$ cat config.mk
export PLATFORM = sky130hd
export DESIGN_NAME = decryption_engine
export DESIGN_NICKNAME = d
export VERILOG_FILES = /design/src/rtl/cipher_pkg.sv /design/src/rtl/decrypt_mod_core.sv /design/src/rtl/decryption_engine.sv
export SDC_FILE = /design/constraint.sdc
export NUM_CORES = 1
export LEC_CHECK = 0
export CAP_MARGIN = 0
export CORE_AREA = 2 2 69 71
export CTS_BUF_LIST = sky130_fd_sc_hd__clkbuf_2
export DETAILED_ROUTE_END_ITERATION = 7
export DIE_AREA = 0 0 71 73
export HOLD_SLACK_MARGIN = 0.06
export PLACE_DENSITY_LB_ADDON = 0.1
export SETUP_SLACK_MARGIN = 0.5
export SYNTH_ARGS = -nofsm -noshare
export SYNTH_HDL_FRONTEND = slang
export SYNTH_SLANG_ARGS = --single-unit
$ cat constraint.sdc
create_clock -name clk -period 9.5 [get_ports clk]
set_input_delay 1.425 -clock clk [delete_from_list [all_inputs] [get_ports clk]]
set_output_delay 1.425 -clock clk [all_outputs]
set_load 0.02 [all_outputs]
$ cat src/rtl/cipher_pkg.sv
// cipher_pkg: shared constants, mode codes and FSM state type for the decryption engine
package cipher_pkg;
    localparam int         P_PAR            = 227;
    localparam logic [7:0] NULL_CHAR        = 8'h00;
    localparam logic [7:0] LOWERCASE_A_CHAR = 8'h61;
    localparam logic [7:0] LOWERCASE_Z_CHAR = 8'h7A;
    localparam logic [1:0] MODE_DEC         = 2'b01;
    localparam logic [1:0] MODE_ENC         = 2'b10;
    typedef enum logic {IDLE, RUN} state_e;
endpackage

$ cat src/rtl/decrypt_mod_core.sv
// decrypt_mod_core: modular add of ciphertext and key plus lowercase range check
module decrypt_mod_core #(
    parameter int P_PAR = cipher_pkg::P_PAR
) (
    input  logic [7:0] ctxt,
    input  logic [7:0] key,
    output logic [7:0] ptxt,
    output logic       bad
);
    import cipher_pkg::*;
    localparam logic [9:0] MOD1 = 10'(P_PAR);
    localparam logic [9:0] MOD2 = 10'(2 * P_PAR);
    logic [9:0] sum;
    logic [9:0] red;
    // two-step conditional subtraction covers the largest possible 8-bit + 8-bit sum
    always_comb begin
        sum = {2'b00, ctxt} + {2'b00, key};
        red = sum >= MOD2 ? sum - MOD2 : sum >= MOD1 ? sum - MOD1 : sum;
    end
    assign ptxt = red[7:0];
    assign bad  = {2'b00, ctxt} >= MOD1 || red < {2'b00, LOWERCASE_A_CHAR} || red > {2'b00, LOWERCASE_Z_CHAR};
endmodule

$ cat src/rtl/decryption_engine.sv
// decryption_engine: message-framed byte decryptor with registered outputs and good-character counter
module decryption_engine #(
    parameter int         P_PAR    = cipher_pkg::P_PAR,
    parameter logic [1:0] DEC_MODE = cipher_pkg::MODE_DEC
) (
    input  logic       clk,
    input  logic       rst_n,
    input  logic [1:0] mode,
    input  logic       start,
    input  logic [7:0] Public_key,
    input  logic       C_valid,
    input  logic [7:0] Ciphertext,
    input  logic       eom,
    output logic [7:0] Char_plaintext,
    output logic       P_ready,
    output logic       err_invalid_ctxt,
    output logic       busy,
    output logic [7:0] char_count
);
    import cipher_pkg::*;
    state_e     state_q;
    logic [7:0] key_q;
    logic [7:0] cnt_q;
    logic [7:0] char_q;
    logic       ready_q;
    logic       err_q;
    logic [7:0] ptxt;
    logic       bad;
    decrypt_mod_core #(.P_PAR(P_PAR)) u_core (
        .ctxt (Ciphertext),
        .key  (key_q),
        .ptxt (ptxt),
        .bad  (bad)
    );
    // message FSM; mode abort outranks eom and discards the byte of that cycle
    always_ff @(posedge clk or negedge rst_n) begin
        if (!rst_n) begin
            state_q <= IDLE;
            key_q   <= 8'h00;
            cnt_q   <= 8'h00;
            char_q  <= NULL_CHAR;
            ready_q <= 1'b0;
            err_q   <= 1'b0;
        end else begin
            char_q  <= NULL_CHAR;
            ready_q <= 1'b0;
            err_q   <= 1'b0;
            case (state_q)
                IDLE: if (start && mode == DEC_MODE) begin
                    state_q <= RUN;
                    key_q   <= Public_key;
                    cnt_q   <= 8'h00;
                end
                RUN: if (mode != DEC_MODE) begin
                    state_q <= IDLE;
                end else if (C_valid) begin
                    if (bad) begin
                        err_q <= 1'b1;
                    end else begin
                        ready_q <= 1'b1;
                        char_q  <= ptxt;
                        cnt_q   <= cnt_q == 8'hFF ? cnt_q : cnt_q + 8'd1;
                    end
                    if (eom) state_q <= IDLE;
                end
                default: state_q <= IDLE;
            endcase
        end
    end
    assign Char_plaintext   = char_q;
    assign P_ready          = ready_q;
    assign err_invalid_ctxt = err_q;
    assign busy             = state_q == RUN;
    assign char_count       = cnt_q;
endmodule
# Word level (Yosys, flattened, before mapping)

Cells that the tools add are included.

Shifts and indexed selects: 0
Add/subtract/negate cells: 4
Bitwise operators: 1
Divide/modulo/power cells: 0
Reductions and logical operators: 5
Magnitude comparators: 5
Multipliers: 0
Muxes and demuxes: 25
Equality and inequality tests: 8

Operators with widths:

| kind                                                   | count |
|---|---|
| two-way mux 8 bit                                      | 9 |
| two-way mux 10 bit                                     | 2 |
| one-hot mux 8 bit (2 select lines)                     | 1 |
| two-way mux 1 bit                                      | 12 |
| >= comparator 10 x 8 -> 1 bit (second input constant)  | 1 |
| >= comparator 10 x 9 -> 1 bit (second input constant)  | 1 |
| > comparator 10 x 7 -> 1 bit (second input constant)   | 1 |
| < comparator 10 x 7 -> 1 bit (second input constant)   | 1 |
| inequality test 2 bit (second input constant)          | 5 |
| subtractor 10 x 8 -> 10 bit (second input constant)    | 1 |
| subtractor 10 x 9 -> 10 bit (second input constant)    | 1 |
| adder 8 x 8 -> 9 bit                                   | 1 |
| adder 8 x 1 -> 8 bit (second input constant)           | 1 |
| == test 8 bit (second input constant)                  | 1 |
| >= comparator 8 bit (second input constant)            | 1 |
| AND reduction 5 bit                                    | 1 |
| == test 2 x 1 -> 1 bit (second input constant)         | 1 |
| logical OR 1 bit                                       | 2 |
| inequality test 2 x 1 -> 1 bit (second input constant) | 1 |
| one-hot mux 1 bit (2 select lines)                     | 1 |
| AND reduction 2 bit                                    | 1 |
| logical AND 1 bit                                      | 1 |
| NOT 1 bit                                              | 1 |

Register bits: 27
Bits in writable memories: 0
Memories: 0
Bits in latches: 0
Output and inout bits: 19
Bits in read-only memories: 0

# Longest topological paths before layout

Depth after elaboration: 11
Gate-level depth with buffers: 15
Gate-level depth less buffers: 14

# Modules after synthesis

A second synthesis with hierarchy kept.

Cell total of the unflattened synthesis: 211
Area total of the unflattened synthesis: 2062.0 sq um

Modules (own cells, without submodules):

| module            | area each (sq um) | cells an instance | instances | sequential area each (sq um) |
|---|---|---|---|---|
| decryption_engine | 1157.4            | 89                | 1         | 675.6 |
| decrypt_mod_core  | 904.6             | 122               | 1         | 0.0 |

# Worst setup path after synthesis

Ideal clock, no wire load.

Path kind: in2reg
From: in Ciphertext[0]
To: reg cnt_q[2] (netlist: char_count[2])
Required time: 9.376 ns
Setup slack: 4.506 ns
Path buffers: 1
Cell stages on the path: 13
Arrival time: 4.870 ns
Path through: ha_1 fa_1 a211oi_1 o21ai_2 xnor2_1 o41a_1 or4_4 a221oi_2 o211ai_1 nand4b_4 and2_4 buf_6 a211o_1

Cells in the longest elaborated chain, start to end: 9

Ends and longest elaborated chain:

| item                                                                                | line                    | text |
|---|---|---|
| from (decl)                                                                         | decryption_engine.sv:12 | `input logic [7:0] Ciphertext,` |
| adder 8 x 8 -> 9 bit                                                                | decrypt_mod_core.sv:17  | `sum = {2'b00, ctxt} + {2'b00, key};` |
| subtractor 10 x 8 -> 10 bit / >= comparator 10 x 8 -> 1 bit (equally long branches) | decrypt_mod_core.sv:18  | `red = sum >= MOD2 ? sum - MOD2 : sum >= MOD1 ? sum - MOD1 : sum;` |
| two-way mux 10 bit (2 in series)                                                    | decrypt_mod_core.sv:18  |  |
| < comparator 10 x 7 -> 1 bit                                                        | decrypt_mod_core.sv:21  | `assign bad = {2'b00, ctxt} >= MOD1 \|\| red < {2'b00, LOWERCASE_A_CHAR} \|\| red > {2'b00, LOWERCASE_Z_CHAR};` |
| logical OR 1 bit                                                                    | decrypt_mod_core.sv:21  |  |
| logical OR 1 bit (*)                                                                | decrypt_mod_core.sv:21  |  |
| inequality test 2 bit (no source line) (*)                                          | n/a                     |  |
| AND reduction 5 bit (no source line) (*)                                            | n/a                     |  |
| to (signal assigned)                                                                | decryption_engine.sv:62 | `cnt_q <= cnt_q == 8'hFF ? cnt_q : cnt_q + 8'd1;` |
| to (decl)                                                                           | decryption_engine.sv:23 | `logic [7:0] cnt_q;` |

Every way passes the cells marked *; elsewhere a longest branch is shown, timed or not.
A chain may end at the register's enable or synchronous reset.

# Final worst setup path

From: in Ciphertext[0]
To: reg cnt_q[0] (netlist: char_count[0])

Same word-level chain as after synthesis.

==> summary.md <==
| Metric | Value |
|---|---|
| Synth area leaders | `dfrtp_1 31%, ha_1 7.5%, mux2_2 4.7%` |
| Measured slew at the worst slew-check pin | `1040 ps` |
| Rows | `25` |
| Layout cells sized above 1 | `10.6%` |
| RSZ-0062 raised after global routing | `false` |
| Worst setup EP type | `flip-flop` |
| Avg WL per Cell | `17.3 um` |
| Yosys cell types | `60` |
| Diode count | `0` |
| Largest net degree at the start of global routing | `28` |
| Cells after Synth | `235` |
| Die width | `71 um` |
| I/O Buffers | `41` |
| Routed Antenna Nets | `0` |
| DP Worst Slack | `3780 ps` |
| Slowest stage delay, CP | `970 ps` |
| Post-Syn Area | `2160 um2` |
| Cells after DPL | `323` |
| IO Count | `42` |
| Final hold vios | `0` |
| Clk sink count | `27` |
| CP Cell Sequence | `clkdlybuf4s50_1 -> ha_1 -> fa_1 -> a211oi_1 -> o21ai_2 -> xnor2_1 -> o41ai_1 -> o2111ai_1 -> and3_1 -> a311o_1 -> nand4b_4 -> nor2_1 -> mux2_2` |
| Syn avg cell area | `9.21 um2` |
| Clock insertion delay at the later pin of the skew report | `370 ps` |
| Max-cap violation count | `0` |
| Detailed Routing Iterations Pass 1 | `4` |
| Arr. time, crit path | `5660 ps` |
| Final setup violation count | `0` |
| Layout Skew | `15.7 ps` |
| CP Launch Type | `input port` |
| Routed vias | `1,989` |
| Hold Buf Count CTS | `0` |
| Post-layout total power | `526 uW` |
| Final worst path period share | `56.7%` |
| P_leak | `0.00115 uW` |
| Grt ovf | `0` |
| Vias per inst | `6.08` |
| Crit-path max FO | `9` |
| Share of the synthesized area in the top cell type | `31.2%` |
| Total global-route track usage | `22.3%` |
| Footprint of the multi-input gates | `1410 um2` |
| Post-Syn Nets | `272` |
| Final #Nets | `311` |
| Yosys warns | `0` |
| Initial antenna violation count | `0` |
| Post-cts gate resize count | `0` |
| Fin Setup TNS | `0 ps` |
| Vias in the first global route | `1,882` |
| Final WS setup | `4120 ps` |
| Final-layout fill cell count | `419` |
| Slew Viols, Final | `0` |
| Synth Register Bits | `27` |
| Postcts setup bufs | `0` |
| Synth top cells by count | `27 x dfrtp_1, 16 x nand2_1, 16 x nor2_1, 13 x ha_1, 10 x nand3_1` |
| Area grow syn2layout | `21.5%` |
| Sequential cell area | `676 um2` |
| Yosys top cell by area | `dfrtp_1` |
| Worst-path clk slew | `250 ps` |
| DRC Markers | `0` |
| Non-Filler Instances | `327` |
| CTS tree | `done` |
| Synth Flop Type | `dfrtp_1` |
| Tmin final | `5380 ps` |
| Clock Tree Buf Depth | `2` |
| Total power per unit cell area | `200 nW/um2` |
| Max transition margin | `29.7%` |
| Die H | `73 um` |
| Core area | `4540 um2` |
| Detailed placement HPWL | `4320 um` |
| Final WL | `5640 um` |
| TritonCTS buffer count | `3` |
| Hold crit path type | `reg2reg` |
| Fmax | `186 MHz` |
| Root Driver | `clkbuf_2` |
| Detailed Route Iter0 Violations | `144` |
| CP Class | `in2reg` |
| Run status | `complete, no violations` |
| First-pass GRT wire length | `9230 um` |
| H-tree depth | `1` |
| Global placer's final weighted congestion | `0.917` |
| Peak supply drop | `0.0000882 V` |
| CP max stage cell | `o41ai_1` |
| Synth async-reset ratio | `100%` |
| Worst EP required | `9780 ps` |
| Post-synth EDFFs | `0` |
| Initial Util | `47.7%` |
| Sequential area share after synthesis | `31.2%` |
| Die Area | `5180 um2` |
| Top-count cell post-synth | `dfrtp_1` |
cell usage in the layout (no fill, tap or decap), types with 4 or more instances in the layout:
| master | instances |
|---|---|
| ha_1 | 13 |
| clkbuf_2 | 4 |
| nor4_1 | 5 |
| and3_1 | 6 |
| nand3_1 | 10 |
| dfrtp_1 | 27 |
| o211ai_1 | 4 |
| nand2_1 | 16 |
| a211o_1 | 8 |
| inv_1 | 9 |
| a21oi_1 | 9 |
| o211a_1 | 4 |
| o311ai_0 | 4 |
| or2_2 | 6 |
| mux2_2 | 9 |
| clkdlybuf4s50_1 | 41 |
| nor3_1 | 4 |
| a211oi_1 | 5 |
| nand4_1 | 4 |
| nor2_1 | 16 |
| o21ai_0 | 7 |
| xnor2_1 | 4 |
power by group:
part	internal [uW]	leakage [uW]	total (uW)	switching [uW]
Combinational	136	0.000775	344	208
Sequential	126	0.000357	136	10.6
Clock	11.1	0.0000166	45.5	34.4
Total	273	0.00115	526	253
final timing paths:
check,from,end,slack (ps),cells after the start
setup / recovery,Ciphertext[0],char_count[0],4120,13
max in group asynchronous,rst_n,Char_plaintext[6],7840,2
hold reg to reg,key_q[2],key_q[2],560,1
setup reg to reg,key_q[0],char_count[0],5200,12
hold / removal,key_q[2],key_q[2],560,1
min in group asynchronous,rst_n,key_q[6],1390,2
cell type report:
cell class,instances,area share [%]
multi-input cells,190,53.6
flip-flops and latches,27,25.7
repair buffers,42,15.9
well taps,54,2.57
inverters,10,1.43
clock buffers,4,0.762
sequential cells by signal, indices dropped and copies added, names as in the netlist:
| signal | count |
|---|---|
| err_invalid_ctxt | 1 |
| busy | 1 |
| char_count | 8 |
| P_ready | 1 |
| Char_plaintext | 8 |
| key_q | 8 |
worst max-delay path: cells and delay by family:
family,cells,cell delay [ps]
multiplexers,1,270
AND/OR/NAND/NOR,3,510
adder cells (fa/ha/maj),2,710
AO/OA/AOI/OAI,5,2090
XOR/XNOR,1,210
buffers and inverters,1,440
cell families after synthesis:
kind of cell,share of synthesized area [%]
AND/OR/NAND/NOR,20.9
flip-flops,31.2
other,0.173
AO/OA/AOI/OAI,27.3
XOR/XNOR,3.59
buffers and inverters,3.64
adder cells (fa/ha/maj),8.44
multiplexers,4.68
per-stage QoR:
step	util [%]	area, um2	hold slack [ps]
final	57.9	2630	561
after global placement	57.5	2610	506
after detailed placement	57.5	2610	508
after floorplan	-	2160	485
after CTS	57.9	2630	559
after global routing	57.9	2630	584
metal layers:
metal  share of wire [%]  up-vias  routed length, um  GRT usage [%]
met5                   0        -                  0              0
met4                 1.2        0                 65           5.03
met3                 5.2        8                292           3.59
met2                  47       55               2650           35.6
met1                  47      948               2640           32.1
li1                    -      978                  -              -
Note: power is estimated with default switching activity, not from simulation.
